$ cat src/rtl/fp_pkg.sv
// Shared float/int conversion constants, operand class and stage payloads.
// Also used by the int-to-float normalisation path.
package fp_pkg;

   localparam int FP_BIAS   = 127;
   localparam int FP_EXP_W  = 8;
   localparam int FP_FRAC_W = 23;
   localparam logic [FP_EXP_W-1:0] FP_EXP_SPECIAL = 8'hFF;

   localparam logic [31:0] INT_MAX = 32'h7FFFFFFF;
   localparam logic [31:0] INT_MIN = 32'h80000000;

   // Exact float image of -2^31, the only out-of-range-looking value that fits.
   localparam logic [31:0] FP_NEG_2P31 = 32'hCF000000;

   localparam int STAGES = 3;

   typedef enum logic [1:0] {FP_ZERO, FP_NORM, FP_INF, FP_NAN} fp_class_e;

   typedef struct packed {
      logic                      sign;
      fp_class_e                 cls;
      logic                      is_min;
      logic [FP_EXP_W:0]         unb;
      logic [FP_FRAC_W:0]        m;
   } s1_t;

   typedef struct packed {
      logic                      sign;
      fp_class_e                 cls;
      logic                      sat;
      logic [32:0]               mag;
      logic                      guard;
      logic                      sticky;
      logic                      nz;
   } s2_t;

   function automatic fp_class_e fp_classify(input logic [FP_EXP_W-1:0] e,
                                             input logic [FP_FRAC_W-1:0] f);
      if (e == '0)
         return FP_ZERO;
      else if (e == FP_EXP_SPECIAL)
         return (f != '0) ? FP_NAN : FP_INF;
      else
         return FP_NORM;
   endfunction

endpackage

$ cat src/rtl/fp_align_shift.sv
// Denormalising barrel shifter: signed shift amount, positive shifts left,
// negative shifts right and reports the first dropped bit and the OR of the rest.
module fp_align_shift
   import fp_pkg::*;
(
   input  logic [FP_FRAC_W:0] m,
   input  logic signed [8:0]  sh,
   output logic [32:0]        mag,
   output logic               guard,
   output logic               sticky
);

   logic        neg;
   logic [8:0]  abs_sh;
   logic [4:0]  amt;
   logic [55:0] rwide;

   always_comb begin
      neg    = sh[8];
      abs_sh = neg ? 9'(-sh) : 9'(sh);
      amt    = (abs_sh > 9'd31) ? 5'd31 : abs_sh[4:0];
      // 32 zero bits below the mantissa catch everything a right shift drops.
      rwide  = {m, 32'd0} >> amt;
      mag    = neg ? {9'd0, rwide[55:32]} : ({9'd0, m} << amt);
      guard  = neg & rwide[31];
      sticky = neg & (|rwide[30:0]);
   end

endmodule

$ cat src/rtl/fp_to_int.sv
// Pipelined single-precision float to signed 32-bit integer converter with a
// start/done, clk_en-gated handshake; fixed three-cycle latency after capture.
module fp_to_int
   import fp_pkg::*;
#(
   parameter int          ROUND_MODE = 0,
   parameter logic [31:0] NAN_VALUE  = 32'h80000000
) (
   input  logic        clk,
   input  logic        reset_n,
   input  logic        clk_en,
   input  logic        start,
   input  logic [31:0] dataa,
   output logic        done,
   output logic [31:0] result,
   output logic        overflow,
   output logic        inexact
);

   logic [STAGES:0] vld_pipe;
   logic [31:0]     in_q;
   s1_t             s1_d, s1_q;
   s2_t             s2_d, s2_q;

   always_ff @(posedge clk or negedge reset_n) begin
      if (!reset_n) begin
         vld_pipe <= '0;
         in_q     <= '0;
         s1_q     <= '0;
         s2_q     <= '0;
      end else if (clk_en) begin
         vld_pipe <= {vld_pipe[STAGES-1:0], start};
         in_q     <= dataa;
         s1_q     <= s1_d;
         s2_q     <= s2_d;
      end
   end

   assign done = vld_pipe[STAGES];

   // Stage 1: unpack and classify
   always_comb begin
      s1_d        = '0;
      s1_d.sign   = in_q[31];
      s1_d.cls    = fp_classify(in_q[30:23], in_q[22:0]);
      s1_d.m      = {(in_q[30:23] != '0), in_q[22:0]};
      s1_d.unb    = 9'(in_q[30:23]) - 9'(FP_BIAS);
      s1_d.is_min = (in_q == FP_NEG_2P31);
   end

   // Stage 2: align by exponent
   logic signed [8:0] unb, sh;
   logic [32:0]       al_mag;
   logic              al_guard, al_sticky;

   assign unb = $signed(s1_q.unb);
   assign sh  = unb - 9'sd23;

   fp_align_shift u_align (
      .m      (s1_q.m),
      .sh     (sh),
      .mag    (al_mag),
      .guard  (al_guard),
      .sticky (al_sticky)
   );

   always_comb begin
      s2_d        = '0;
      s2_d.sign   = s1_q.sign;
      s2_d.cls    = s1_q.cls;
      s2_d.sat    = (s1_q.cls == FP_NORM) && (unb >= 9'sd31) && !s1_q.is_min;
      s2_d.mag    = al_mag;
      s2_d.guard  = al_guard;
      s2_d.sticky = al_sticky;
      s2_d.nz     = |s1_q.m;
   end

   // Stage 3: round, apply sign, saturate
   logic        inc;
   logic [32:0] mag_r;
   logic [31:0] sval, sat_res, res_d;
   logic        ovf_d, inx_d;

   always_comb begin
      inc     = (ROUND_MODE == 1) && s2_q.guard && (s2_q.sticky || s2_q.mag[0]);
      mag_r   = s2_q.mag + 33'(inc);
      sval    = s2_q.sign ? (~mag_r[31:0] + 32'd1) : mag_r[31:0];
      sat_res = s2_q.sign ? INT_MIN : INT_MAX;
      res_d   = '0;
      ovf_d   = 1'b0;
      inx_d   = 1'b0;
      case (s2_q.cls)
         FP_NAN: begin
            res_d = NAN_VALUE;
            ovf_d = 1'b1;
         end
         FP_INF: begin
            res_d = sat_res;
            ovf_d = 1'b1;
         end
         FP_ZERO: inx_d = s2_q.nz;
         default: begin
            if (s2_q.sat || mag_r[32]) begin
               res_d = sat_res;
               ovf_d = 1'b1;
            end else begin
               res_d = sval;
               inx_d = s2_q.guard | s2_q.sticky;
            end
         end
      endcase
   end

   always_ff @(posedge clk or negedge reset_n) begin
      if (!reset_n) begin
         result   <= '0;
         overflow <= 1'b0;
         inexact  <= 1'b0;
      end else if (clk_en && vld_pipe[STAGES-1]) begin
         result   <= res_d;
         overflow <= ovf_d;
         inexact  <= inx_d;
      end
   end

endmodule

$ cat config.mk
export PLATFORM = sky130hd
export DESIGN_NAME = fp_to_int
export DESIGN_NICKNAME = d
export VERILOG_FILES = /design/src/rtl/fp_pkg.sv /design/src/rtl/fp_align_shift.sv /design/src/rtl/fp_to_int.sv
export SDC_FILE = /design/constraint.sdc
export NUM_CORES = 1
export LEC_CHECK = 0
export BUFFER_PORTS_ARGS = -buffer_cell sky130_fd_sc_hd__buf_2
export CAP_MARGIN = 20
export CORE_MARGIN = 3
export CORE_UTILIZATION = 60
export CTS_CLUSTER_SIZE = 8
export DETAILED_ROUTE_END_ITERATION = 10
export PLACE_DENSITY = 0.79
export SKIP_CTS_REPAIR_TIMING = 1
export SYNTH_ARGS = -nofsm -noshare
export SYNTH_HDL_FRONTEND = slang
export SYNTH_SLANG_ARGS = --single-unit
$ cat constraint.sdc
create_clock -name clk -period 10.9 [get_ports clk]
set_input_delay 1.09 -clock clk [delete_from_list [all_inputs] [get_ports clk]]
set_output_delay 1.09 -clock clk [all_outputs]
set_load 0.05 [all_outputs]
==> run metrics <==
time the worst path needs with I/O delays and setup=5722 ps; number of distinct library cells after synthesis=85; setup tns final=0 ps; Floorplan Core Area=0.01760 mm^2; measured slew at the worst slew-check pin=1090 ps; number of nets with antenna violations after detailed routing=0; starting density of the core=62.39%; final setup slack of the worst path=5178 ps; clock latency on the worst-skew pair=440 ps; max capacitance violation total=0; Mapped Avg Cell Area=8.604 um^2; Largest stage delay, worst path=680 ps; proportion of register bits with asynchronous set or reset after synthesis=100.0%; via count of the first global-routing pass=9,837; wirelength, routed=35.00 mm; number of nets in the finished design=1,306; hold endpoint=result[7]; count of endpoints failing hold in the final timing report=0; DR DRC count=0; number of I/O pins=71; run status=completed; Net Sw Power=1220 uW; R2R Path Start=unb[0]; Syn Inst Count=1,276; clock sink count=147; library cell appearing most often on the critical path=sky130_fd_sc_hd__buf_4; worst setup slack before clock tree synthesis=5383 ps; worst hold margin=471.2 ps; post-synth design cell area=0.01098 mm^2; number of antenna violations at the first check in global routing=0; #FFs+latches synth=147; maximum resistive drop on vdd=0.1777 mV; Top delay family on crit path=simple AND/OR/NAND/NOR gates; aggregate global-route resource usage=35.04%; relative contribution of combinational cells to total power=47.3%; cell count along the critical path=14; total of endpoints with negative setup slack in the final report=0; Clk network pwr share=23.2%; total power draw=2605 uW; RSZ-0062 raised after global routing=false; CTS root buf=sky130_fd_sc_hd__clkbuf_16; via count of the routed design=10,650; FF-to-FF setup slack=5180 ps; power density over cell area=218.8 mW/mm^2; number of enable-type register cells in the synthesized netlist=0; site row count=48; overall die area=0.01996 mm^2; count of buffers inserted at the top-level ports=70; total nets after synthesis=1,316; worst r2r dst=s2_q[1]; Worst-path clk slew=70 ps; synth-to-layout area growth=8.421%; share of layout cells above drive strength 1=16.73%; Detailed Place HPWL=24.33 mm; total congestion overflow after global routing=0; yosys warns=0; number of diodes=0; Num CTS Buffers=17; headroom to the max-slew limit=26.87%; cell with the largest stage delay on the worst path=sky130_fd_sc_hd__nor2_1; width of the die=141.3 um; average wire length per cell after detail routing=23.27 um; CP Capture Type=flip-flop; Sw Ratio=46.85%; share of total power in sequential cells=29.6%; crit path kind=flip-flop to flip-flop; detailed router's first-iteration violation count=1,289; final std cells w/o fill=1,504; worst clock skew=13.99 ps; Static Leak=0.005200 uW; CTS tree=yes; largest net degree at the start of global routing=94; start point of the worst hold path=result[7]; share of the cycle needed by the critical path after routing=52.50%; arrival time at the worst endpoint=6040 ps; critical-path cell list=buf_4 -> ha_1 -> buf_4 -> or4b_1 -> a31oi_1 -> o21a_2 -> a31o_1 -> buf_4 -> nand2_2 -> nor2_1 -> a221oi_1 -> nor4_1 -> nand4_1 -> a221o_1; H-Tree Level Count=4; largest buffer count on any clock path=2; Final Wtd Congestion=1.033; global-route wire length before repair=55.44 mm; Chip Height=141.3 um; count of cells along the worst hold path=2; ys flop type=sky130_fd_sc_hd__dfrtp_1; worst-case reg-to-reg path depth=14; count of placed standard cells including taps=1,468; worst path required time=11,220 ps; number of detailed-routing iterations run before antenna repair=6; detail-routed via count per cell=7.080; worst hold-check path type=flip-flop to flip-flop; maximum clock frequency=174.8 MHz; maximum fanout along the worst path=76; number of buffers and inverters on the critical path=3; count of pins over their slew limit=0; sequential fraction of the synthesis area=33.50%; internal power summed over all cells=1384 uW; startpoint type of the worst setup path=flip-flop
==> per-stage QoR <==
stage	area, um^2	utilization (%)
after floorplan	10980	-
after global placement	11220	63.74
after detailed placement	11220	63.74
after CTS	11810	67.14
after global routing	11900	67.65
final	11900	67.65
==> layout make-up <==
type | instances | area (um^2)
fillers | 1469 | 5693
repair buffers | 90 | 569.3
inverters | 26 | 97.59
flip-flops and latches | 147 | 3680
well taps | 225 | 281.5
clock inverters | 14 | 158.9
multi-input cells | 984 | 6678
clock buffers | 18 | 439.2
==> worst min-delay path: stages (launching register included) <==
cell                      delay (ps)
sky130_fd_sc_hd__dfrtp_1         340
sky130_fd_sc_hd__nand2_1          40
sky130_fd_sc_hd__o21ai_0          60
==> synthesized netlist by cell type, types with 13 or more instances <==
cell type	count	area, um^2
sky130_fd_sc_hd__o21ai_0	69	345.3
sky130_fd_sc_hd__dfrtp_1	147	3679
sky130_fd_sc_hd__nor2_1	119	446.7
sky130_fd_sc_hd__o221ai_1	13	113.9
sky130_fd_sc_hd__nand2_1	102	382.9
sky130_fd_sc_hd__o211ai_1	13	97.59
sky130_fd_sc_hd__mux2_2	66	743.2
sky130_fd_sc_hd__a21oi_1	81	405.4
sky130_fd_sc_hd__nand4_1	13	81.33
sky130_fd_sc_hd__o2bb2ai_1	17	148.9
sky130_fd_sc_hd__inv_1	26	97.59
sky130_fd_sc_hd__buf_2	23	115.1
sky130_fd_sc_hd__nor2b_1	13	81.33
sky130_fd_sc_hd__clkbuf_1	76	285.3
sky130_fd_sc_hd__or3_1	19	118.9
sky130_fd_sc_hd__a31oi_1	21	131.4
sky130_fd_sc_hd__o22ai_1	28	175.2
sky130_fd_sc_hd__o31ai_1	15	112.6
sky130_fd_sc_hd__nor4_1	19	118.9
sky130_fd_sc_hd__o22a_1	20	175.2
sky130_fd_sc_hd__nor3_1	36	180.2
sky130_fd_sc_hd__mux2i_1	109	1091
sky130_fd_sc_hd__nand3_1	30	150.1
sky130_fd_sc_hd__xor2_1	13	113.9
==> layer usage <==
metal | vias to the layer above | part of all wire, % | routed length (um) | track usage (%)
met2 | 692 | 45 | 15590 | 53.72
li1 | 4754 | - | - | -
met3 | 161 | 9.4 | 3278 | 5.898
met1 | 5042 | 40 | 14150 | 47.85
met4 | 0 | 5.6 | 1975 | 18.26
met5 | - | 0 | 0 | 0
==> worst max path at each step <==
| stage | start | end | slack, ps |
|---|---|---|---|
| floorplan | unb[0] | s2_q[1] | 7350 |
| global placement | unb[0] | s2_q[1] | 5460 |
| detailed placement | unb[0] | s2_q[1] | 5380 |
| CTS | unb[0] | s2_q[1] | 5360 |
| global route | unb[0] | s2_q[1] | 5060 |
| finish | unb[0] | s2_q[1] | 5180 |
==> layout by cell type (no fill, tap or decap), types with 26 or more instances in the layout <==
| master | synthesis | routed |
|---|---|---|
| sky130_fd_sc_hd__o21ai_0 | 69 | 69 |
| sky130_fd_sc_hd__buf_2 | 23 | 68 |
| sky130_fd_sc_hd__nand2_1 | 102 | 102 |
| sky130_fd_sc_hd__inv_1 | 26 | 26 |
| sky130_fd_sc_hd__a21oi_1 | 81 | 81 |
| sky130_fd_sc_hd__nand3_1 | 30 | 30 |
| sky130_fd_sc_hd__dfrtp_1 | 147 | 146 |
| sky130_fd_sc_hd__mux2i_1 | 109 | 109 |
| sky130_fd_sc_hd__o22ai_1 | 28 | 28 |
| sky130_fd_sc_hd__nor2_1 | 119 | 118 |
| sky130_fd_sc_hd__mux2_2 | 66 | 66 |
| sky130_fd_sc_hd__nor3_1 | 36 | 36 |
==> registers in the layout, summed over array words and instances, names as in the netlist <==
signal	flops
s2_q	40
in_q	32
result	32
s1_q	28
unb	9
vld_pipe	4
inexact	1
overflow	1
==> power by group through the flow <==
stage | logic [uW] | registers, uW | clock network, uW
after floorplan | 765 | 889 | 0
after global placement | 1180 | 772 | 0
after detailed placement | 1190 | 774 | 0
after CTS | 1190 | 764 | 609
after global routing | 1310 | 781 | 630
final | 1230 | 770 | 603
==> cell families (layout without fill, tap and decap cells) <==
family / after synthesis / count (layout) / synth area share, %
AO/OA/AOI/OAI: 374 / 374 / 23.48
XOR/XNOR: 26 / 26 / 2.268
adder cells (fa/ha/maj): 4 / 4 / 0.4559
buffers and inverters: 145 / 148 / 5.698
flip-flops: 147 / 147 / 33.50
multiplexers: 175 / 175 / 16.71
AND/OR/NAND/NOR: 405 / 405 / 17.89
Power figures use the tool's default switching activity.
